File: src/rtl/jtag_bridge_pkg.sv
// Shared types and constants for the JTAG user-DR to memory bridge.
package jtag_bridge_pkg;

  // Command field at the top of each DR frame
  typedef enum logic [1:0] {
    CMD_NOP    = 2'b00,
    CMD_READ   = 2'b01,
    CMD_WRITE  = 2'b10,
    CMD_STREAM = 2'b11
  } cmd_e;

  localparam int unsigned CMD_W = 2;

  // Status field occupies the top STAT_W bits of the captured frame
  localparam int unsigned STAT_W      = 2;
  localparam int unsigned ST_ERR_BIT  = 1;
  localparam int unsigned ST_BUSY_BIT = 0;

  // DR frame length: {cmd, addr, data}
  function automatic int unsigned frame_len(input int unsigned aw, input int unsigned dw);
    return CMD_W + aw + dw;
  endfunction

endpackage

File: src/rtl/jtag_dr_shifter.sv
// DR shift register with saturating bit counter, stream sub-word counter and capture load.
module jtag_dr_shifter #(
  parameter int unsigned L   = 43,
  parameter int unsigned DW  = 32,
  parameter int unsigned BCW = 6,
  parameter int unsigned SCW = 5
) (
  input  logic           clk_p,
  input  logic           rst_top,
  input  logic           i_tap_reset,
  input  logic           i_cap,
  input  logic           i_upd,
  input  logic           i_shift,
  input  logic           i_stream,
  input  logic           i_tdi,
  input  logic [L-1:0]   i_cap_data,
  output logic [L-1:0]   o_sr,
  output logic [BCW-1:0] o_bitcnt,
  output logic [SCW-1:0] o_subcnt,
  output logic           o_tdo
);

  logic [L-1:0]   r_sr;
  logic [BCW-1:0] r_bitcnt;
  logic [SCW-1:0] r_subcnt;

  // Strobes arrive already prioritised (capture > update > shift) by the parent
  always_ff @(posedge clk_p or negedge rst_top) begin
    if (!rst_top) begin
      r_sr     <= '0;
      r_bitcnt <= '0;
      r_subcnt <= '0;
    end else if (i_tap_reset) begin
      r_bitcnt <= '0;
      r_subcnt <= '0;
    end else if (i_cap) begin
      r_sr     <= i_cap_data;
      r_bitcnt <= '0;
      r_subcnt <= '0;
    end else if (i_upd) begin
      r_subcnt <= '0;
    end else if (i_shift) begin
      r_sr <= {i_tdi, r_sr[L-1:1]};
      if (r_bitcnt != BCW'(L)) begin
        r_bitcnt <= r_bitcnt + BCW'(1);
      end
      if (i_stream) begin
        r_subcnt <= (r_subcnt == SCW'(DW - 1)) ? '0 : r_subcnt + SCW'(1);
      end
    end
  end

  assign o_sr     = r_sr;
  assign o_bitcnt = r_bitcnt;
  assign o_subcnt = r_subcnt;
  assign o_tdo    = r_sr[0];

endmodule

File: src/rtl/jtag_mem_bridge.sv
// JTAG user-DR to single-port memory bridge: command decode, request handshake, status.
module jtag_mem_bridge
  import jtag_bridge_pkg::*;
#(
  parameter int unsigned AW = 9,
  parameter int unsigned DW = 32
) (
  input  logic                     clk_p,
  input  logic                     rst_top,
  input  logic                     sel,
  input  logic                     capture,
  input  logic                     shift,
  input  logic                     update,
  input  logic                     tap_reset,
  input  logic                     tdi,
  output logic                     tdo,
  output logic                     mem_req,
  output logic                     mem_we,
  output logic [AW-1:0]            mem_addr,
  output logic [DW-1:0]            mem_wdata,
  input  logic                     mem_gnt,
  input  logic                     mem_rvalid,
  input  logic [DW-1:0]            mem_rdata,
  output logic                     err_o,
  output logic                     busy_o,
  output logic [$clog2(AW+DW+3)-1:0] dbg_bitcnt
);

  localparam int unsigned L   = frame_len(AW, DW);
  localparam int unsigned BCW = $clog2(L + 1);
  localparam int unsigned SCW = (DW > 1) ? $clog2(DW) : 1;

  logic          r_req, r_we, r_rd_pend, r_busy, r_err, r_stream;
  logic [AW-1:0] r_addr, r_ptr, r_last_addr;
  logic [DW-1:0] r_wdata, r_rdata_q;
  logic [BCW-1:0] r_dbg_bitcnt;

  logic           w_cap, w_upd, w_shf;
  logic [L-1:0]   w_sr, w_sr_sh, w_cap_data;
  logic [BCW-1:0] w_bitcnt;
  logic [SCW-1:0] w_subcnt;
  logic [STAT_W-1:0] w_status;
  cmd_e           w_cmd;
  logic           w_first, w_next_word;
  logic           w_commit, w_c_we, w_err_set, w_stream_nxt, w_req_nxt, w_pend_nxt;
  logic [AW-1:0]  w_c_addr, w_ptr_nxt;
  logic [DW-1:0]  w_c_data;

  // TAP strobes with capture > update > shift priority; tap_reset masks them all
  assign w_cap = sel & capture & ~tap_reset;
  assign w_upd = sel & update & ~capture & ~tap_reset;
  assign w_shf = sel & shift & ~capture & ~update & ~tap_reset;

  // Captured frame: {err, busy, last_addr, rdata_q}
  always_comb begin
    w_status              = '0;
    w_status[ST_ERR_BIT]  = r_err;
    w_status[ST_BUSY_BIT] = r_busy;
    w_cap_data            = {w_status, r_last_addr, r_rdata_q};
  end

  jtag_dr_shifter #(
    .L   (L),
    .DW  (DW),
    .BCW (BCW),
    .SCW (SCW)
  ) u_shifter (
    .clk_p       (clk_p),
    .rst_top     (rst_top),
    .i_tap_reset (tap_reset),
    .i_cap       (w_cap),
    .i_upd       (w_upd),
    .i_shift     (w_shf),
    .i_stream    (r_stream),
    .i_tdi       (tdi),
    .i_cap_data  (w_cap_data),
    .o_sr        (w_sr),
    .o_bitcnt    (w_bitcnt),
    .o_subcnt    (w_subcnt),
    .o_tdo       (tdo)
  );

  // Contents of sr after this cycle's shift, so shift-edge commits see the finished word
  assign w_sr_sh = {tdi, w_sr[L-1:1]};
  assign w_cmd   = cmd_e'(w_sr[L-1 -: CMD_W]);

  assign w_first     = w_shf & ~r_stream & (w_bitcnt == BCW'(L - 1)) &
                       (w_sr_sh[L-1 -: CMD_W] == CMD_STREAM);
  assign w_next_word = w_shf & r_stream & (w_subcnt == SCW'(DW - 1));

  // Command decode: which access to commit, pointer and stream bookkeeping, error sources
  always_comb begin
    w_commit     = 1'b0;
    w_c_we       = 1'b0;
    w_c_addr     = r_ptr;
    w_c_data     = '0;
    w_err_set    = 1'b0;
    w_ptr_nxt    = r_ptr;
    w_stream_nxt = r_stream;
    if (tap_reset || w_cap) begin
      w_stream_nxt = 1'b0;
    end else if (w_upd) begin
      w_stream_nxt = 1'b0;
      if (r_stream) begin
        if (w_subcnt != '0) w_err_set = 1'b1;
      end else if (w_bitcnt != BCW'(L)) begin
        w_err_set = 1'b1;
      end else begin
        w_c_addr = w_sr[DW +: AW];
        w_c_data = w_sr[0 +: DW];
        case (w_cmd)
          CMD_NOP:   w_ptr_nxt = w_sr[DW +: AW];
          CMD_READ:  begin
            w_commit  = 1'b1;
            w_ptr_nxt = w_sr[DW +: AW] + AW'(1);
          end
          CMD_WRITE: begin
            w_commit  = 1'b1;
            w_c_we    = 1'b1;
            w_ptr_nxt = w_sr[DW +: AW] + AW'(1);
          end
          default: ;
        endcase
      end
    end else if (w_first) begin
      w_commit     = 1'b1;
      w_c_we       = 1'b1;
      w_c_addr     = w_sr_sh[DW +: AW];
      w_c_data     = w_sr_sh[0 +: DW];
      w_ptr_nxt    = w_sr_sh[DW +: AW] + AW'(1);
      w_stream_nxt = 1'b1;
    end else if (w_next_word) begin
      w_commit  = 1'b1;
      w_c_we    = 1'b1;
      w_c_addr  = r_ptr;
      w_c_data  = w_sr_sh[L-1 -: DW];
      w_ptr_nxt = r_ptr + AW'(1);
    end
    if (w_commit && r_busy)        w_err_set = 1'b1;
    if (mem_rvalid && !r_rd_pend)  w_err_set = 1'b1;
  end

  // Request / read-pending next state; a commit is only accepted while idle
  always_comb begin
    w_req_nxt  = r_req;
    w_pend_nxt = r_rd_pend;
    if (r_req && mem_gnt) begin
      w_req_nxt = 1'b0;
      if (!r_we) w_pend_nxt = 1'b1;
    end
    if (r_rd_pend && mem_rvalid) w_pend_nxt = 1'b0;
    if (w_commit && !r_busy)     w_req_nxt  = 1'b1;
  end

  // Bridge state: memory port, status, pointer and read-data holding register
  always_ff @(posedge clk_p or negedge rst_top) begin
    if (!rst_top) begin
      r_req        <= 1'b0;
      r_we         <= 1'b0;
      r_addr       <= '0;
      r_wdata      <= '0;
      r_rd_pend    <= 1'b0;
      r_busy       <= 1'b0;
      r_err        <= 1'b0;
      r_stream     <= 1'b0;
      r_ptr        <= '0;
      r_last_addr  <= '0;
      r_rdata_q    <= '0;
      r_dbg_bitcnt <= '0;
    end else begin
      r_req     <= w_req_nxt;
      r_rd_pend <= w_pend_nxt;
      r_busy    <= w_req_nxt | w_pend_nxt;
      r_stream  <= w_stream_nxt;
      r_ptr     <= w_ptr_nxt;
      if (w_commit && !r_busy) begin
        r_we        <= w_c_we;
        r_addr      <= w_c_addr;
        r_wdata     <= w_c_data;
        r_last_addr <= w_c_addr;
      end
      if (r_rd_pend && mem_rvalid) r_rdata_q <= mem_rdata;
      if (w_err_set)  r_err <= 1'b1;
      else if (w_cap) r_err <= 1'b0;
      if (w_upd) r_dbg_bitcnt <= w_bitcnt;
    end
  end

  assign mem_req    = r_req;
  assign mem_we     = r_we;
  assign mem_addr   = r_addr;
  assign mem_wdata  = r_wdata;
  assign err_o      = r_err;
  assign busy_o     = r_busy;
  assign dbg_bitcnt = r_dbg_bitcnt;

endmodule

File: config.mk
export PLATFORM = sky130hd
export DESIGN_NAME = jtag_mem_bridge
export DESIGN_NICKNAME = d
export VERILOG_FILES = /design/src/rtl/jtag_bridge_pkg.sv /design/src/rtl/jtag_dr_shifter.sv /design/src/rtl/jtag_mem_bridge.sv
export SDC_FILE = /design/constraint.sdc
export NUM_CORES = 1
export LEC_CHECK = 0
export CORE_UTILIZATION = 57
export DETAILED_ROUTE_END_ITERATION = 8
export PLACE_DENSITY = 0.88
export SLEW_MARGIN = 5
export SYNTH_ARGS = -nofsm -noshare
export SYNTH_HDL_FRONTEND = slang
export SYNTH_SLANG_ARGS = --single-unit
export TNS_END_PERCENT = 5
File: constraint.sdc
create_clock -name clk_p -period 3.44 [get_ports clk_p]
set_input_delay 0.688 -clock clk_p [delete_from_list [all_inputs] [get_ports clk_p]]
set_output_delay 0.688 -clock clk_p [all_outputs]
set_load 0.05 [all_outputs]
* Yosys cells after proc, flatten, opt, wreduce, memory -nomap -nowiden *
Index checks and enable logic that the tools add are counted.

storage, ports and cells
  output and inout port bits = 52
  register bits after elaboration = 148
  word-level logic and storage cells = 133
  input bits = 42

operators by class
  equality and inequality tests = 11
  reductions and logical operators = 23
  multiplexer cells = 60
  bitwise operators = 20
  add/subtract/negate cells = 5

operators by type and width
  cell                 count
  $mux 32              6
  $mux 43              3
  $mux 9               10
  $mux 5               6
  $mux 6               5
  $mux 1               29
  $add 9x1->9 const B  3
  $pmux 9 s2           1
  $and 1x1->1          14
  $reduce_bool 3->1    4
  $reduce_bool 4->1    2
  $add 6x1->6 const B  1
  $eq 6x6->1 const B   1
  $ne 2x2->1 const B   3
  $ne 3x3->1 const B   2
  $ne 6x6->1 const B   1
  $reduce_and 3->1     2
  $add 5x1->5 const B  1
  $eq 5x5->1 const B   1
  $logic_and 1x1->1    5
  $not 1->1            5
  $reduce_and 5->1     1
  $reduce_bool 5->1    1
  $eq 2x2->1 const B   2
  other kinds (8)      10

* Depth between registers and ports, before layout *
Gate-level depths: netlist of the first run.

  depth after elaboration = 14
  mapped depth = 15
  mapped depth without buffers = 12

* Cells and area by module *
Synthesis of the first run repeated with hierarchy kept, for this count alone.

second synthesis, totals
  cell total of the unflattened synthesis = 715
  area total of the unflattened synthesis = 8,003.9 um^2

by module, submodules not included
  module           cells each  sequential area each (um^2)  times used  area each (um^2)
  jtag_mem_bridge  511         2,352.3                      1           5,258.8
  jtag_dr_shifter  204         1,351.3                      1           2,745.1

* Worst setup path before layout of the first run *
OpenSTA, ideal clock, no wires.

  path type = input-to-reg
  start = input capture
  end = register r_ptr[4]
  required time = 3.316 ns
  slack = 0.595 ns
  setup time = 0.124 ns
  data arrival time = 2.721 ns
  path buffers = 4
  stages on the path = 13
  path through = clkbuf_1 and2b_1 and4_1 buf_2 clkbuf_1 nand2_1 nand2_1 ha_1 clkbuf_1 nand4_1 a22o_1 a31oi_1 a21oi_1

on the way
  cells in the longest elaborated chain, start to end = 9
  elaborated cells on any way between the ends = 22
  those cells by class = 3 x eq/ne; 2 x mux; 14 x bitwise; 3 x reduce/logical

RTL lines
  element                                                       RTL line                                      RTL
  start: declaration                                            jtag_mem_bridge.sv:11                         input logic capture,
  $not 1->1                                                     jtag_mem_bridge.sv:51, jtag_mem_bridge.sv:52
  $and 1x1->1 (3 in a row)                                      jtag_mem_bridge.sv:52                         assign w_shf = sel & shift & ~capture & ~update & ~tap_reset;
  $and 1x1->1 (3 in a row)                                      jtag_mem_bridge.sv:87                         assign w_first = w_shf & ~r_stream & (w_bitcnt == BCW'(L - 1)) &
  $reduce_bool 3->1 (no source line) or $mux 9 (tied branches)  --
  $reduce_and 5->1 (no source line) or $mux 9 (tied branches)   --
  end signal: assignment                                        jtag_mem_bridge.sv:175                        r_ptr <= w_ptr_nxt;
  end: declaration                                              jtag_mem_bridge.sv:34                         logic [AW-1:0] r_addr, r_ptr, r_last_addr;

Several ways; a longest one is shown, not always the timed one.
A chain may end at the register's enable or synchronous reset.

* Worst setup path after layout of the first run *
  start = input sel
  end = register r_ptr[4]

on the way
  cells in the longest elaborated chain, start to end = 9
  elaborated cells on any way between the ends = 23
  those cells by class = 3 x eq/ne; 2 x mux; 15 x bitwise; 3 x reduce/logical

RTL lines
  element                                                       RTL line               RTL
  start: declaration                                            jtag_mem_bridge.sv:10  input logic sel,
  $and 1x1->1 (4 in a row)                                      jtag_mem_bridge.sv:52
  $and 1x1->1 (3 in a row)                                      jtag_mem_bridge.sv:87
  $reduce_bool 3->1 (no source line) or $mux 9 (tied branches)  --
  $reduce_and 5->1 (no source line) or $mux 9 (tied branches)   --

Several ways; a longest one is shown, not always the timed one.

==> metrics, run 1 <==
YS warnings 0; die span in y 120 µm; most area-consuming cells after synthesis sky130_fd_sc_hd__dfrtp_1 47%, sky130_fd_sc_hd__nand2_1 9.4%, sky130_fd_sc_hd__mux2i_1 5.9%, sky130_fd_sc_hd__o21ai_0 5.0%, sky130_fd_sc_hd__mux2_2 4.7%; Max rail drop VDD approximately 0.00036 V; endpoint kind of the worst setup timing path flop; #FFs+latches synth about 150; routed via count divided by cell count about 6.2; # setup viols final 0; quantity of hold-fixing buffers added after cts 0; fraction of post-synthesis cell area in the top cell type by area 46.7%; top cells by count, synth 198 x sky130_fd_sc_hd__nand2_1, 148 x sky130_fd_sc_hd__dfrtp_1, 79 x sky130_fd_sc_hd__o21ai_0; total routed wirelength 20800 µm; Setup TNS 0 ns; number of inserted diodes 0; crit share post-route 81.8%; Port-buffer cells 93; first-pass GRT wire length about 35000 µm; number of levels the H-tree was split into 4; number of nets with antenna violations after routing 0; post-synth top area cell sky130_fd_sc_hd__dfrtp_1; maximum achievable frequency approximately 360 MHz; vias in the first global route about 7000; Detail Placement HPWL roughly 13000 µm; Max Fanout on Critical Path 9; root buffer cell sky130_fd_sc_hd__clkbuf_16; worst-skew pair later-pin latency 0.43 ns; Clk pin slew, worst setup/hold paths roughly 0.060 ns; DRC violations left 0; Hold Vio Cnt, Final 0; final routed wire length divided by cell count about 18 µm; total of max-cap violations 0; mean post-synth cell area 8.89 µm²; number of nets in the finished design ~1000; required time at the worst-slack endpoint approximately 3.7 ns; min cycle time layout ~2.8 ns; RSZ-0062 raised after global routing false; Critical Path Slowest Stage Cell sky130_fd_sc_hd__clkdlybuf4s50_1; Core Footprint ~13000 µm²; ordered list of cells on the worst path clkdlybuf4s50_1 > and2b_1 > and4_1 > nand2_1 > nand2_1 > ha_1 > nand4_1 > a22o_1 > a31oi_1 > a21oi_1; Crit Path Class primary input to flop; Arr. time, crit path around 3.1 ns; Power, Total approximately 4500 µW; detailed-route via count 7071; Gates resized, CTS repair 0; dominant synthesized flop cell sky130_fd_sc_hd__dfrtp_1; Starting Density 59.2%; maximum number of pins on one net before global-route repair 86; run status finished clean; total clock buffers created by CTS 17; buffers from clock root to sink, at most 2; number of instances in the synthesized netlist between 800 and 900; number of distinct library cell variants in the gate-level netlist after synthesis 57; Die ar. between 10000 and 15000 µm²; CP startpoint kind primary input; synthesized cell area just under 8000 µm²; PD cells roughly 480 nW/µm²; I/O pin total 94; CTS tree yes; relative slew slack 32.1%; growth of design area from synthesis to finish 20.2%; actual transition at the worst max-transition pin approximately 1 ns; post-synthesis async set-or-reset flop share 100%; fraction of final layout cells with drive strength greater than 1 roughly a tenth; number of antenna violations at the first check in global routing 0; GRT Total Usage a little under a third; setup clock skew after layout between 0.005 and 0.006 ns; RD Place Congestion 0.894; total iterations of the first detailed-routing run 6; row count 42; number of violations reported at the end of detailed-routing iteration 0 ~730; cell leakage power 0.00422 µW; TritonCTS sink count around 150; count of flip-flops with a built-in enable after synthesis 0; final-report max-slew violation count 0; Congestion Overflow GR 0; fraction of the yosys area taken by sequential cells about 47%; die width between 100 and 150 µm; Critical Path Max Stage Delay between 0.6 and 0.7 ns; net count of the mapped netlist around 940; cell with the most instances after synthesis sky130_fd_sc_hd__nand2_1; setup bufs post-CTS 0; Most common cell on crit path sky130_fd_sc_hd__nand2_1; classification of the worst-slack hold path primary input to asynchronous set/reset pin
## cells by family after synthesis
group / share of synthesized area [%]
simple gates: 17.7
flops: 46.7
xor+xnor: 1.99
compound gates: 17.0
buf+inv: 4.50
mux: 10.6
fa+ha+maj: 1.42
## layout make-up
cell class                      count  area (µm²)
Multi-Input combinational cell    663        3900
Inverter                            8        30.0
Sequential cell                   148        3700
Clock buffer                       22         474
Tap cell                          176         220
Clock inverter                      8        53.8
Fill cell                         935        3870
Timing Repair Buffer              117        1150
## stage by stage
stage	setup slack (ns)	cell area [µm²]	util, %	hold slack, ns	std cells
floorplan	0.595	7930	-	0.392	892
global placement	0.361	9000	67.2	0.457	1112
detailed placement	0.240	9000	67.2	0.467	1112
CTS	0.677	9530	71.1	0.244	1142
global route	0.419	9530	71.1	0.270	1142
finish	0.627	9530	71.1	0.213	1142
## where the power goes
group          switching (µW)  internal (µW)
Clock                     708            968
Combinational             353            309
Sequential                266           1930
Total                    1330           3210
## critical path: cells and delay by family
kind | cells | cell delay [ns]
simple gates | 5 | 0.92
buf+inv | 1 | 0.64
compound gates | 3 | 0.52
fa+ha+maj | 1 | 0.33
## per-layer routing
metal / vias up / part of all wire (%) / wire length [µm] / GRT usage [%]
li1: 3214 / - / - / -
met1: 3408 / 40 / 8410 / 40.8
met2: 384 / 49 / 10200 / 49.5
met3: 65 / 7.3 / 1530 / 6.84
met4: 0 / 3.4 / 705 / 13.9
met5: - / 0 / 0 / 0
## cells in the final DEF (no fill, tap or decap), types with 3 or more instances in the layout
| master | count |
|---|---|
| sky130_fd_sc_hd__o22ai_1 | 4 |
| sky130_fd_sc_hd__clkbuf_8 | 3 |
| sky130_fd_sc_hd__o21ai_0 | 78 |
| sky130_fd_sc_hd__o21ai_1 | 53 |
| sky130_fd_sc_hd__and4_1 | 3 |
| sky130_fd_sc_hd__nand3_1 | 20 |
| sky130_fd_sc_hd__clkdlybuf4s50_1 | 92 |
| sky130_fd_sc_hd__nor3_1 | 9 |
| sky130_fd_sc_hd__a31oi_1 | 18 |
| sky130_fd_sc_hd__dfrtp_1 | 148 |
| sky130_fd_sc_hd__xnor2_1 | 8 |
| sky130_fd_sc_hd__o211ai_1 | 4 |
| sky130_fd_sc_hd__nand2_1 | 197 |
| sky130_fd_sc_hd__clkinv_2 | 4 |
| sky130_fd_sc_hd__xor2_1 | 10 |
| sky130_fd_sc_hd__clkbuf_16 | 17 |
| sky130_fd_sc_hd__or3_1 | 3 |
| sky130_fd_sc_hd__buf_4 | 21 |
| sky130_fd_sc_hd__mux2i_1 | 47 |
| sky130_fd_sc_hd__a21o_1 | 4 |
| sky130_fd_sc_hd__buf_12 | 3 |
| sky130_fd_sc_hd__nand4_1 | 8 |
| sky130_fd_sc_hd__ha_1 | 9 |
| sky130_fd_sc_hd__o31ai_1 | 8 |
| sky130_fd_sc_hd__a21oi_1 | 56 |
| sky130_fd_sc_hd__mux2_2 | 33 |
| sky130_fd_sc_hd__nor2_1 | 33 |
| sky130_fd_sc_hd__nor2b_1 | 20 |
| sky130_fd_sc_hd__o21a_1 | 3 |
| sky130_fd_sc_hd__inv_1 | 8 |
## path summary, 6_finish.rpt
check,from,slack (ns),to,depth (start not counted)
max reg2reg,u_shifter.o_bitcnt[0],0.81,r_ptr[4],11
min,rst_top,0.21,u_shifter.o_subcnt[3],1
max in group asynchronous,rst_top,2.34,u_shifter.o_sr[9],2
max,sel,0.63,r_ptr[4],10
min reg2reg,dbg_bitcnt[1],0.47,dbg_bitcnt[1],2
min in group clk_p,dbg_bitcnt[1],0.47,dbg_bitcnt[1],2
## registers in the layout, summed over array words and instances, names as in the netlist
register            count
u_shifter.o_subcnt      5
u_shifter.o_bitcnt      6
busy_o                  1
mem_wdata              32
mem_we                  1
r_rdata_q              32
dbg_bitcnt              6
r_ptr                   9
r_stream                1
r_last_addr             9
err_o                   1
u_shifter.o_sr         43
mem_req                 1
r_rd_pend               1
(Power assumes the default switching activity.)
==> run 2: changes to the inputs <==
==> constraint.sdc (replaced) <==
create_clock -name clk_p -period 2.9 [get_ports clk_p]
set_input_delay 0.58 -clock clk_p [delete_from_list [all_inputs] [get_ports clk_p]]
set_output_delay 0.58 -clock clk_p [all_outputs]
set_load 0.05 [all_outputs]
==> run 2 against run 1 <==
Setup slack got worse by 0.36 ns; via count increased by 0.99%; register-to-register slack got worse by 0.54 ns; sequential share of layout area decreased by 0.69 points; sequential power increased by 18%; die area unchanged; final cell count increased by 0.96%; first-iteration DRC count increased by 8.4%; worst hold slack got worse by 0.089 ns; combinational power increased by 23%; critical path depth increased by 1; utilization increased by 1.3 points; critical path type is now flop to flop; critical endpoint unchanged; largest power group unchanged; highest routed layer unchanged.
==> metrics, run 2 (synthesis gave the netlist of run 1 again) <==
total of max-cap violations 0; total routed wirelength roughly 21000 µm; Congestion Overflow GR 0; root buffer cell sky130_fd_sc_hd__clkbuf_16; min cycle time layout approximately 2.6 ns; setup clock skew after layout between 0.005 and 0.006 ns; GRT Total Usage 31.3%; maximum achievable frequency between 300 and 400 MHz; DRC violations left 0; Multi-input gate area 3900 µm²; quantity of hold-fixing buffers added after cts 0; Crit Path Class flop to flop; CP startpoint kind flop; actual transition at the worst max-transition pin 0.769 ns; relative slew slack 48.7%; growth of design area from synthesis to finish 22.3%; Max rail drop VDD 0.000462 V; total clock buffers created by CTS 17; worst reg-to-reg setup slack between 0.2 and 0.3 ns; total iterations of the first detailed-routing run 6; number of nets in the finished design between 1000 and 1500; die width about 120 µm; I/O pin total between 90 and 100; most common cell after layout, fill and taps aside sky130_fd_sc_hd__nand2_1; fraction of final layout cells with drive strength greater than 1 11.3%; worst hold-check slack approximately 0.12 ns; RD Place Congestion just over 0.9; worst-skew pair later-pin latency between 0.4 and 0.5 ns; buffers from clock root to sink, at most 2; Critical Path Slowest Stage Cell sky130_fd_sc_hd__dfrtp_1; Starting Density 59.2%; highest-count cells in the layout ignoring fill and taps 197 x sky130_fd_sc_hd__nand2_1, 148 x sky130_fd_sc_hd__dfrtp_1, 92 x sky130_fd_sc_hd__clkdlybuf4s50_1, 78 x sky130_fd_sc_hd__o21ai_0, 56 x sky130_fd_sc_hd__a21oi_1; routed via count divided by cell count between 6 and 7; run status finished clean; Finished Core Util slightly above 70%; required time at the worst-slack endpoint 3.19 ns; Port-buffer cells a little over 90; Die ar. roughly 14000 µm²; number of nets with antenna violations after routing 0; FF-to-FF End r_ptr[4]; Core Footprint about 13000 µm²; classification of the worst-slack hold path primary input to asynchronous set/reset pin; first-pass GRT wire length between 30000 and 40000 µm; # setup viols final 0; row count 42; flip-flop count of the largest register, all copies and words added 43; Critical Path Max Stage Delay approximately 0.40 ns; number of inserted diodes 0; CTS tree yes; Detail Placement HPWL around 14000 µm; crit share post-route about 91%; endpoint kind of the worst setup timing path flop; worst setup path startpoint u_shifter.o_bitcnt[0]; detailed-route via count slightly above 7000; RSZ-0062 raised after global routing false; final-report max-slew violation count 0; Gates resized, CTS repair 0; Fillers 918; Clk pin slew, worst setup/hold paths approximately 0.06 ns; ordered list of cells on the worst path inv_1 > ha_1 > and4b_1 > and4_1 > nand2_1 > nand2_1 > ha_1 > nand4_1 > a22o_1 > a31oi_1 > a21oi_1; setup bufs post-CTS 0; timing endpoint of the critical path r_ptr[4]; maximum number of pins on one net before global-route repair 87; final routed wire length divided by cell count approximately 18 µm; Arr. time, crit path around 2.9 ns; cell leakage power approximately 0.0043 µW; Power, Total around 5700 µW; vias in the first global route a little over 7000; Reg area 3700 µm²; DP Worst Slack -0.0744 ns; number of antenna violations at the first check in global routing 0; Hold Vio Cnt, Final 0; TritonCTS sink count 148; Max Fanout on Critical Path 6; launch point of the worst reg-to-reg path u_shifter.o_bitcnt[0]; final worst slack approximately 0.27 ns; number of levels the H-tree was split into 4; cells on worst reg2reg path 11; die span in y between 100 and 150 µm; PD cells approximately 590 nW/µm²; number of violations reported at the end of detailed-routing iteration 0 790
==> run 2: cell count changes in the layout (fill, tap and decap cells not counted), sizes merged <==
cell	previous run	this run
buf	25	34
bufinv	0	3
clkinv	6	3
clkinvlp	1	3
clkbuf	22	21
inv	9	10
==> run 2: through the flow <==
step	setup TNS (ns)	cell area, µm²	std cells
2_1_floorplan	0	7930	892
3_3_place_gp	0	9080	1121
3_5_place_dp	-0.0744	9080	1121
4_1_cts	0	9700	1153
5_1_grt	0	9700	1153
6_report	0	9700	1153
==> run 2: critical path, delay by kind of cell, from the launching register on <==
kind                     cells  cell delay [ns]
AO/OA/AOI/OAI                3             0.49
flip-flops                   1             0.40
adder cells (fa/ha/maj)      2             0.52
AND/OR/NAND/NOR              5             0.97
buffers and inverters        1             0.11
==> run 2: metal layers <==
metal,vias to the layer above,global-route usage (%),share of wire (%)
met5,-,0,0
met4,0,16.3,3.5
met3,81,6.13,8.2
met2,417,50.6,49
met1,3414,39.9,39
li1,3229,-,-
==> run 2: worst min-delay path by stage <==
stage | startpoint | end | slack (ns)
final | rst_top | u_shifter.o_bitcnt[0] | 0.12
after global routing | rst_top | dbg_bitcnt[0] | 0.17
after CTS | rst_top | u_shifter.o_subcnt[4] | 0.16
after detailed placement | dbg_bitcnt[2] | dbg_bitcnt[2] | 0.47
after global placement | dbg_bitcnt[1] | dbg_bitcnt[1] | 0.46
after floorplan | rst_top | busy_o | 0.28
==> run 2: where the power goes <==
part / switching, µW / leakage, µW / internal (µW) / total [µW]
combinational: 440 / 0.00201 / 374 / 815
sequential: 305 / 0.00200 / 2290 / 2590
clock: 882 / 0.000296 / 1420 / 2310
==> run 2: layout make-up <==
| cell class | count | area share [%] |
|---|---|---|
| Multi-Input combinational cell | 663 | 40.2 |
| Sequential cell | 148 | 38.2 |
| Timing Repair Buffer | 126 | 12.7 |
| Clock buffer | 21 | 4.85 |
| Tap cell | 176 | 2.27 |
| Clock inverter | 11 | 1.53 |
| Inverter | 8 | 0.309 |
==> run 3: changes to the inputs <==
--- a/config.mk
+++ b/config.mk
@@ -8,6 +8,7 @@
 export CORE_UTILIZATION = 57
 export DETAILED_ROUTE_END_ITERATION = 8
 export PLACE_DENSITY = 0.88
+export REMOVE_ABC_BUFFERS = 1
 export SLEW_MARGIN = 5
 export SYNTH_ARGS = -nofsm -noshare
 export SYNTH_HDL_FRONTEND = slang
==> run 3 against run 2 <==
Sequential share of layout area is 0.26 points higher; sequential cell count did not move; die area did not move; wire length is 1.0% lower; clock power shrank 10%; combinational power decreased by 0.7%; maximum frequency rose by 3.5%; final cell count shrank 0.17%; clock skew fell by 0.00055 ns; first-iteration DRC count down 3.5%; non-clock buffer count fell by 2; setup slack improved by 0.090 ns; critical path type is now primary input to flop; critical endpoint unchanged; highest routed layer unchanged.
==> metrics, run 3 (synthesis gave the netlist of run 1 again) <==
maximum number of pins on one net before global-route repair just under 60; relative slew slack around 53%; CP startpoint kind primary input; routed via count divided by cell count 6.11; total of max-cap violations 0; final-report max-slew violation count 0; root buffer cell sky130_fd_sc_hd__clkbuf_16; total clock buffers created by CTS 17; GRT Total Usage slightly above 30%; Hold Vio Cnt, Final 0; min cycle time layout approximately 2.5 ns; Setup TNS 0 ns; buffers from clock root to sink, at most 2; actual transition at the worst max-transition pin between 0.7 and 0.8 ns; number of nets with antenna violations after routing 0; die width 120 µm; growth of design area from synthesis to finish 21.5%; total routed wirelength about 21000 µm; worst-skew pair later-pin latency 0.43 ns; number of levels the H-tree was split into 4; number of nets in the finished design between 1000 and 1500; quantity of hold-fixing buffers added after cts 0; Fillers ~990; cell leakage power roughly 0.0043 µW; CTS tree yes; Congestion Overflow GR 0; PD cells roughly 570 nW/µm²; TritonCTS sink count between 100 and 150; worst hold-check slack between 0.1 and 0.15 ns; maximum achievable frequency 394 MHz; flip-flop count of the largest register, all copies and words added 43; row count 42; Detail Placement HPWL ~13000 µm; setup clock skew after layout roughly 0.0054 ns; endpoint kind of the worst setup timing path flop; final routed wire length divided by cell count between 15 and 20 µm; highest-count cells in the layout ignoring fill and taps 197 x sky130_fd_sc_hd__nand2_1, 148 x sky130_fd_sc_hd__dfrtp_1, 92 x sky130_fd_sc_hd__clkdlybuf4s50_1, 78 x sky130_fd_sc_hd__o21ai_0, 56 x sky130_fd_sc_hd__a21oi_1; first-pass GRT wire length approximately 34000 µm; vias in the first global route a little under 7000; Starting Density 59.2%; classification of the worst-slack hold path primary input to asynchronous set/reset pin; Core Footprint 13400 µm²; Post-Place Cell Area between 9000 and 10000 µm²; number of violations reported at the end of detailed-routing iteration 0 around 760; DRC violations left 0; Gates resized, CTS repair 0; Max Fanout on Critical Path 5; run status finished clean; cells on worst reg2reg path 9; RSZ-0062 raised after global routing false; number of antenna violations at the first check in global routing 0; total non-filler cell area in the finished layout roughly 9600 µm²; most common cell after layout, fill and taps aside sky130_fd_sc_hd__nand2_1; RD Place Congestion just under 0.9; Max rail drop VDD ~0.00042 V; total iterations of the first detailed-routing run 5; Die ar. about 14000 µm²; detailed-route via count slightly above 7000; fraction of final layout cells with drive strength greater than 1 10.9%; crit share post-route ~88%; Arr. time, crit path ~2.8 ns; Critical Path Max Stage Delay 0.51 ns; # setup viols final 0; required time at the worst-slack endpoint 3.18 ns; number of inserted diodes 0; die span in y ~120 µm; Port-buffer cells 93; Clk pin slew, worst setup/hold paths around 0.060 ns; Critical Path Slowest Stage Cell sky130_fd_sc_hd__clkdlybuf4s50_1; setup bufs post-CTS 0; Crit Path Class primary input to flop; I/O pin total 94; Most common cell on crit path sky130_fd_sc_hd__nand2_1; ordered list of cells on the worst path clkdlybuf4s50_1 > nor3b_2 > and4_1 > nand2_1 > nand2_1 > ha_1 > nand4_1 > a22o_1 > a31oi_1 > a21oi_1
run 3: worst max-delay path: cells and delay by family:
| kind | cells | cell delay (ns) |
|---|---|---|
| AO/OA/AOI/OAI | 3 | 0.50 |
| adder cells (fa/ha/maj) | 1 | 0.25 |
| buffers and inverters | 1 | 0.51 |
| AND/OR/NAND/NOR | 5 | 0.97 |
run 3: layout make-up:
| cell class | count | area, µm² | area share (%) |
|---|---|---|---|
| Inverter | 8 | 30.0 | 0.312 |
| Tap cell | 176 | 220 | 2.28 |
| Sequential cell | 148 | 3700 | 38.4 |
| Multi-Input combinational cell | 663 | 3900 | 40.5 |
| Clock buffer | 20 | 437 | 4.53 |
| Clock inverter | 12 | 108 | 1.12 |
| Timing Repair Buffer | 124 | 1240 | 12.9 |
run 3: worst paths after layout:
check / start / end / slack [ns]
setup / recovery: shift / r_ptr[4] / 0.36
hold / removal: rst_top / u_shifter.o_subcnt[3] / 0.12
setup reg to reg: u_shifter.o_subcnt[0] / busy_o / 0.42
hold reg to reg: dbg_bitcnt[1] / dbg_bitcnt[1] / 0.47
max in group asynchronous: rst_top / u_shifter.o_sr[22] / 1.91
min in group clk_p: dbg_bitcnt[1] / dbg_bitcnt[1] / 0.47
run 3: per-layer routing:
metal / vias to the layer above / global-route usage [%] / share of wire (%)
met5: - / 0 / 0
li1: 3227 / - / -
met1: 3429 / 39.1 / 41
met4: 0 / 12.6 / 2.2
met2: 334 / 50.0 / 50
met3: 48 / 6.18 / 7.4
run 3: power by group:
group | internal [µW] | switching, µW | total (µW)
Sequential | 2290 | 300 | 2590
Clock | 1180 | 889 | 2070
Combinational | 374 | 435 | 809
run 3: stage by stage:
stage	instances	total power (µW)	util (%)	setup slack, ns
after floorplan	819	3030	-	-2.31
after global placement	1119	3340	67.9	0.0736
after detailed placement	1119	3400	67.9	-0.0266
after CTS	1151	5460	71.9	0.408
after global routing	1151	5670	71.9	0.205
final	1151	5470	71.9	0.360
==> variant 1 (config.mk and constraints of run 2) <==
Reset style: synchronous (`rst_top`), changed in 2 clocked blocks.
--- a/src/rtl/jtag_dr_shifter.sv
+++ b/src/rtl/jtag_dr_shifter.sv
@@ -26,5 +26,5 @@
 
   // Strobes arrive already prioritised (capture > update > shift) by the parent
-  always_ff @(posedge clk_p or negedge rst_top) begin
+  always_ff @(posedge clk_p) begin
     if (!rst_top) begin
       r_sr     <= '0;
--- a/src/rtl/jtag_mem_bridge.sv
+++ b/src/rtl/jtag_mem_bridge.sv
@@ -154,5 +154,5 @@
 
   // Bridge state: memory port, status, pointer and read-data holding register
-  always_ff @(posedge clk_p or negedge rst_top) begin
+  always_ff @(posedge clk_p) begin
     if (!rst_top) begin
       r_req        <= 1'b0;
Formal check against the unedited RTL: differs if rst_top is asserted again (counterexample within 4 cycles, from zero or initial values and one cycle with rst_top low); with rst_top held inactive, the same outputs for 4 cycles.
==> variant 1 against run 2 <==
Worst setup slack worse by 0.027 ns; highest routed layer unchanged; final cell count is 0.52% lower; critical endpoint is now r_ptr[4]$_SDFFE_PN0P_; maximum frequency is 1.0% lower; core utilization is 0.13 points lower; area after synthesis is 7.1% lower; sequential cell count stayed put; design area is 6.0% lower; die area is 7.0% lower; routed wire length is 2.8% lower.
Power is not compared: it rests on default switching activity, and its combinational part moved more than twofold at a synthesized area within 25%.
==> variant 1: results (changes against run 2) <==
| Metric | Value |
|---|---|
| Outcome | `finished clean (unchanged)` |
| Placement Setup Slack | `-0.0125 ns (was -0.0744 ns)` |
| First-pass GRT wire length | `33.6 mm (was 35.2 mm)` |
| Worst hold slack | `0.454 ns (was 0.125 ns)` |
| Crit-path slowest cell | `nor4b_1 (was dfrtp_1)` |
| Cells after Synth | `898 (was 892)` |
| Gr usage total | `32.2% (was 31.3%)` |
| Worst path max stage delay | `0.66 ns (was 0.40 ns)` |
| Placed Instances | `1,115 (was 1,121)` |
| Final #Nets | `1,013 (was 1,015)` |
| Grt met3 use | `5.60% (was 6.13%)` |
| GRT met1 Usage | `45.3% (was 39.9%)` |
| Drt via density | `6.29 (was 6.19)` |
| Finished Layout Cells | `1,147 (was 1,153)` |
| Adder-cell share of the synthesized area | `1.53% (was 1.42%)` |
| WL/cell | `17.9 µm (was 18.3 µm)` |
| Initial DRC Count | `820 (was 790)` |
| Mux cell area share after synthesis | `6.79% (was 10.6%)` |
| Seq/Total Area, Yosys | `40.2% (was 46.7%)` |
| Setup crit end | `r_ptr[4]$_SDFFE_PN0P_ (was r_ptr[4]$_DFFE_PN0P_)` |
| Largest net degree at the start of global routing | `74 (was 87)` |
| Worst Hold Class | `reg2reg (was in2async)` |
| FILL cells | `962 (was 918)` |
| Syn_nets | `949 (was 943)` |
| Post-synthesis async set-or-reset flop share | `0% (was 100%)` |
| Placed Area | `8540 µm² (was 9080 µm²)` |
| Slew @ Worst Pin | `0.706 ns (was 0.769 ns)` |
| Layout cell share with drive strength beyond 1 | `11.7% (was 11.3%)` |
| R2R depth | `10 (was 11)` |
| Vias in the first global route | `6,521 (was 7,045)` |
| Synth cell count leaders | `152 x nand2_1, 148 x dfxtp_1, 88 x a21oi_1 (was 198 x nand2_1, 148 x dfrtp_1, 79 x o21ai_0)` |
| DP HPWL | `13.6 mm (was 13.5 mm)` |
| Crit Reg-Reg Startpoint | `u_shifter.o_bitcnt[2]$_SDFFE_PP0P_ (was u_shifter.o_bitcnt[0]$_DFFE_PN0P_)` |
variant 1: cell count changes after synthesis, sizes merged, moves of 16 or more:
cell           run 2  this run
a21oi             57        88
dfrtp            148         0
a31oi             18         2
a22oi              0        31
dfxtp              0       148
a211oi             2        35
nor2              34        63
a311oi             0        44
o21ai            132        13
nand3             20        56
mux2i             47        14
nor2b             20         3
nand2            198       152
variant 1: layout make-up:
type	count	area [µm²]	share of cell area, %
clock buffer	20	457	5.01
multi-input combinational	647	3990	43.8
timing repair buffer	134	1310	14.4
tap	172	215	2.36
clock inverter	12	128	1.40
sequential	148	2960	32.5
inverter	14	53.8	0.590
variant 1: worst min-delay path, cell delays in order, from the launching register on:
cell	delay, ns
dfxtp_1	0.31
nand2_1	0.05
a21oi_1	0.05
variant 1: worst min path at each step:
stage | start | endpoint | slack (ns) | cells past startpoint
floorplan | r_rdata_q[0]$_SDFFE_PN0P_ | r_rdata_q[0]$_SDFFE_PN0P_ | 0.44 | 2
global route | dbg_bitcnt[0]$_SDFFE_PN0P_ | dbg_bitcnt[0]$_SDFFE_PN0P_ | 0.47 | 2
finish | r_rdata_q[21]$_SDFFE_PN0P_ | r_rdata_q[21]$_SDFFE_PN0P_ | 0.45 | 2
global placement | r_rdata_q[24]$_SDFFE_PN0P_ | r_rdata_q[24]$_SDFFE_PN0P_ | 0.44 | 2
CTS | r_rdata_q[21]$_SDFFE_PN0P_ | r_rdata_q[21]$_SDFFE_PN0P_ | 0.46 | 2
detailed placement | r_rdata_q[21]$_SDFFE_PN0P_ | r_rdata_q[21]$_SDFFE_PN0P_ | 0.45 | 2
variant 1: metal layers:
metal | routed length (µm) | share of wire [%]
met1 | 8700 | 42
met2 | 9360 | 46
met3 | 1880 | 9.2
met4 | 570 | 2.8
met5 | 0 | 0
==> variant 2 (flow settings as in run 2) <==
Without the edit above. Set the parameter `AW` to 10 (it was 9).
--- a/src/rtl/jtag_mem_bridge.sv
+++ b/src/rtl/jtag_mem_bridge.sv
@@ -3,5 +3,5 @@
   import jtag_bridge_pkg::*;
 #(
-  parameter int unsigned AW = 9,
+  parameter int unsigned AW = 10,
   parameter int unsigned DW = 32
 ) (
Ports: changed (resized mem_addr); port bits go from 94 to 95. No check against the original RTL was run, so the function may have changed too.
==> variant 2 against run 2 <==
Sequential share of layout area down 0.53 points; largest power group unchanged; clock power grew 2%; critical path depth is 2 lower; sequential cell count grew 3; total power increased by 15%; worst setup slack gained 0.017 ns; via count shrank 2.9%; area after synthesis increased by 4.3%; combinational power is 48% higher; highest routed layer unchanged; routed wire length grew 1.7%; clock skew rose by 0.0072 ns; critical path type unchanged; count of clock-buffer cells in the layout shrank 2; critical endpoint is now busy_o$_DFF_PN0_; final cell count decreased by 6.1%; design area rose by 3.5%.
==> variant 2: results (changes against run 2) <==
| Metric | Value |
|---|---|
| Max FFs per register | `44 (was 43)` |
| Lkg Pwr | `4.31 nW (about the same)` |
| Gr usage total | `30.9% (was 31.3%)` |
| Total CTS buffers | `17 (unchanged)` |
| Data arrival, critical path | `2.92 ns (about the same)` |
| Root Driver | `clkbuf_16 (unchanged)` |
| Iteration count of the initial detailed-routing pass | `8 (was 6)` |
| Cells after Synth | `818 (was 892)` |
| Multi-input logic area | `4120 µm² (was 3900 µm²)` |
| Synth cell count leaders | `151 x dfrtp_1, 97 x nand2_1, 56 x o21ai_1 (was 198 x nand2_1, 148 x dfrtp_1, 79 x o21ai_0)` |
| H-Tree Depth | `4 (unchanged)` |
| Syn_nets | `868 (was 943)` |
| Maximum clock insertion buffer count | `2 (unchanged)` |
| Drt via density | `6.40 (was 6.19)` |
| Placement Setup Slack | `0.0626 ns (was -0.0744 ns)` |
| Synth cell types | `64 (was 57)` |
| Initial DRC Count | `814 (was 790)` |
| Top FF cell, synth | `dfrtp_1 (unchanged)` |
| Vias in the first global route | `6,650 (was 7,045)` |
| Post-synthesis async set-or-reset flop share | `100% (unchanged)` |
| Residual DRC | `0 (unchanged)` |
| Worst Hold Class | `in2async (unchanged)` |
| Routability cong. | `0.893 (was 0.910)` |
| Initial antenna violation count | `0 (unchanged)` |
| Largest net degree at the start of global routing | `89 (was 87)` |
| Setup bufs post-CTS | `0 (unchanged)` |
| Placed Area | `9410 µm² (was 9080 µm²)` |
| Antenna diode count | `0 (unchanged)` |
| Cts repair resizes | `0 (unchanged)` |
| Worst-skew pair later-pin latency | `0.43 ns (about the same)` |
| Seq/Total Area, Yosys | `45.7% (was 46.7%)` |
| Layout cell share with drive strength beyond 1 | `20.0% (was 11.3%)` |
| Worst rel slew slack | `42.7% (was 48.7%)` |
| Outcome | `finished clean (unchanged)` |
| WL/cell | `19.8 µm (was 18.3 µm)` |
| DP HPWL | `14.0 mm (was 13.5 mm)` |
| Crit path max fanout | `67 (was 6)` |
| Clk slew on worst S/H paths | `0.06 ns (about the same)` |
| FILL cells | `945 (was 918)` |
| First-pass GRT wire length | `35.1 mm (was 35.2 mm)` |
| Final #Nets | `940 (was 1,015)` |
| Yosys warns | `0 (unchanged)` |
| PortBufs | `94 (was 93)` |
| Finished Layout Cells | `1,083 (was 1,153)` |
| Maximum VDD drop | `0.464 mV (was 0.462 mV)` |
| Fin Clk Skew | `0.0132 ns (was 0.00599 ns)` |
| Synth area leaders | `dfrtp_1 46%, mux2i_1 5.9%, o31ai_2 5.3%, nand2_1 4.4%, mux2_2 4.4% (was dfrtp_1 47%, nand2_1 9.4%, mux2i_1 5.9%, o21ai_0 5.0%, mux2_2 4.7%)` |
[variant 2: cell count changes after synthesis, moves of 6 or more]
cell,before,now
buf_2,14,8
o21ai_0,79,18
a31oi_1,18,2
a221oi_1,1,32
nand3_1,20,12
nand2_1,198,97
buf_6,1,9
o31ai_2,0,35
o31ai_1,8,1
xnor2_1,8,14
nor2b_1,20,2
nand2_2,0,35
[variant 2: layout make-up]
type / instances / share of cell area, %
Inverter: 9 / 0.336
Sequential cell: 151 / 37.6
Clock buffer: 19 / 4.41
Tap cell: 180 / 2.24
Timing Repair Buffer: 126 / 12.5
Clock inverter: 13 / 1.86
Multi-Input combinational cell: 585 / 41.0
[variant 2: report_power, final]
part | internal (mW) | switching [mW]
combinational | 0.563 | 0.652
clock | 1.41 | 0.951
sequential | 2.51 | 0.513
[variant 2: worst paths after layout]
check / to / slack [ns] / startpoint / cells past startpoint
worst max-delay path: busy_o$_DFF_PN0_ / 0.29 / u_shifter.o_subcnt[0]$_DFFE_PN0P_ / 9
worst min-delay path: r_rdata_q[7]$_DFFE_PN0P_ / 0.1 / rst_top / 1
worst max register to register: busy_o$_DFF_PN0_ / 0.29 / u_shifter.o_subcnt[0]$_DFFE_PN0P_ / 9
worst min register to register: dbg_bitcnt[4]$_DFFE_PN0P_ / 0.48 / dbg_bitcnt[4]$_DFFE_PN0P_ / 2
max in group asynchronous: r_last_addr[0]$_DFFE_PN0P_ / 2.05 / rst_top / 2
min in group clk_p: dbg_bitcnt[4]$_DFFE_PN0P_ / 0.48 / dbg_bitcnt[4]$_DFFE_PN0P_ / 2
[variant 2: routing by layer]
layer,GRT usage (%),wire length [µm],vias up
met1,42.2,8830,3440
li1,-,-,3098
met4,13.9,685,0
met3,6.92,1720,63
met2,47.0,10200,333
met5,0,0,-
[variant 2: metrics by stage]
step / total power, mW / hold WS [ns]
after floorplan: 3.70 / 0.284
after global placement: 4.15 / 0.462
after detailed placement: 4.22 / 0.463
after CTS: 6.60 / 0.109
after global routing: 6.89 / 0.137
final: 6.60 / 0.0998
[variant 2: worst max-delay path, cell delays in order (launching register included)]
cell and delay, ns:
dfrtp_1 0.44, ha_1 0.25, and3_1 0.19, ha_1 0.23
and2_1 0.18, o21ai_2 0.24, a211o_4 0.19, buf_12 0.35
o21ai_1 0.16, or2_1 0.26
[variant 2: cells by family (layout without fill, tap and decap cells)]
family / after synthesis / in the layout / synth area share (%)
AOI/OAI and AO/OA: 237 / 237 / 20.6
buffers and inverters: 82 / 167 / 4.84
adders and majority gates: 8 / 8 / 1.21
DFF: 151 / 151 / 45.7
xor gates and xnor gates: 29 / 29 / 3.07
and+or+nand+nor: 229 / 229 / 14.2
muxes: 82 / 82 / 10.4
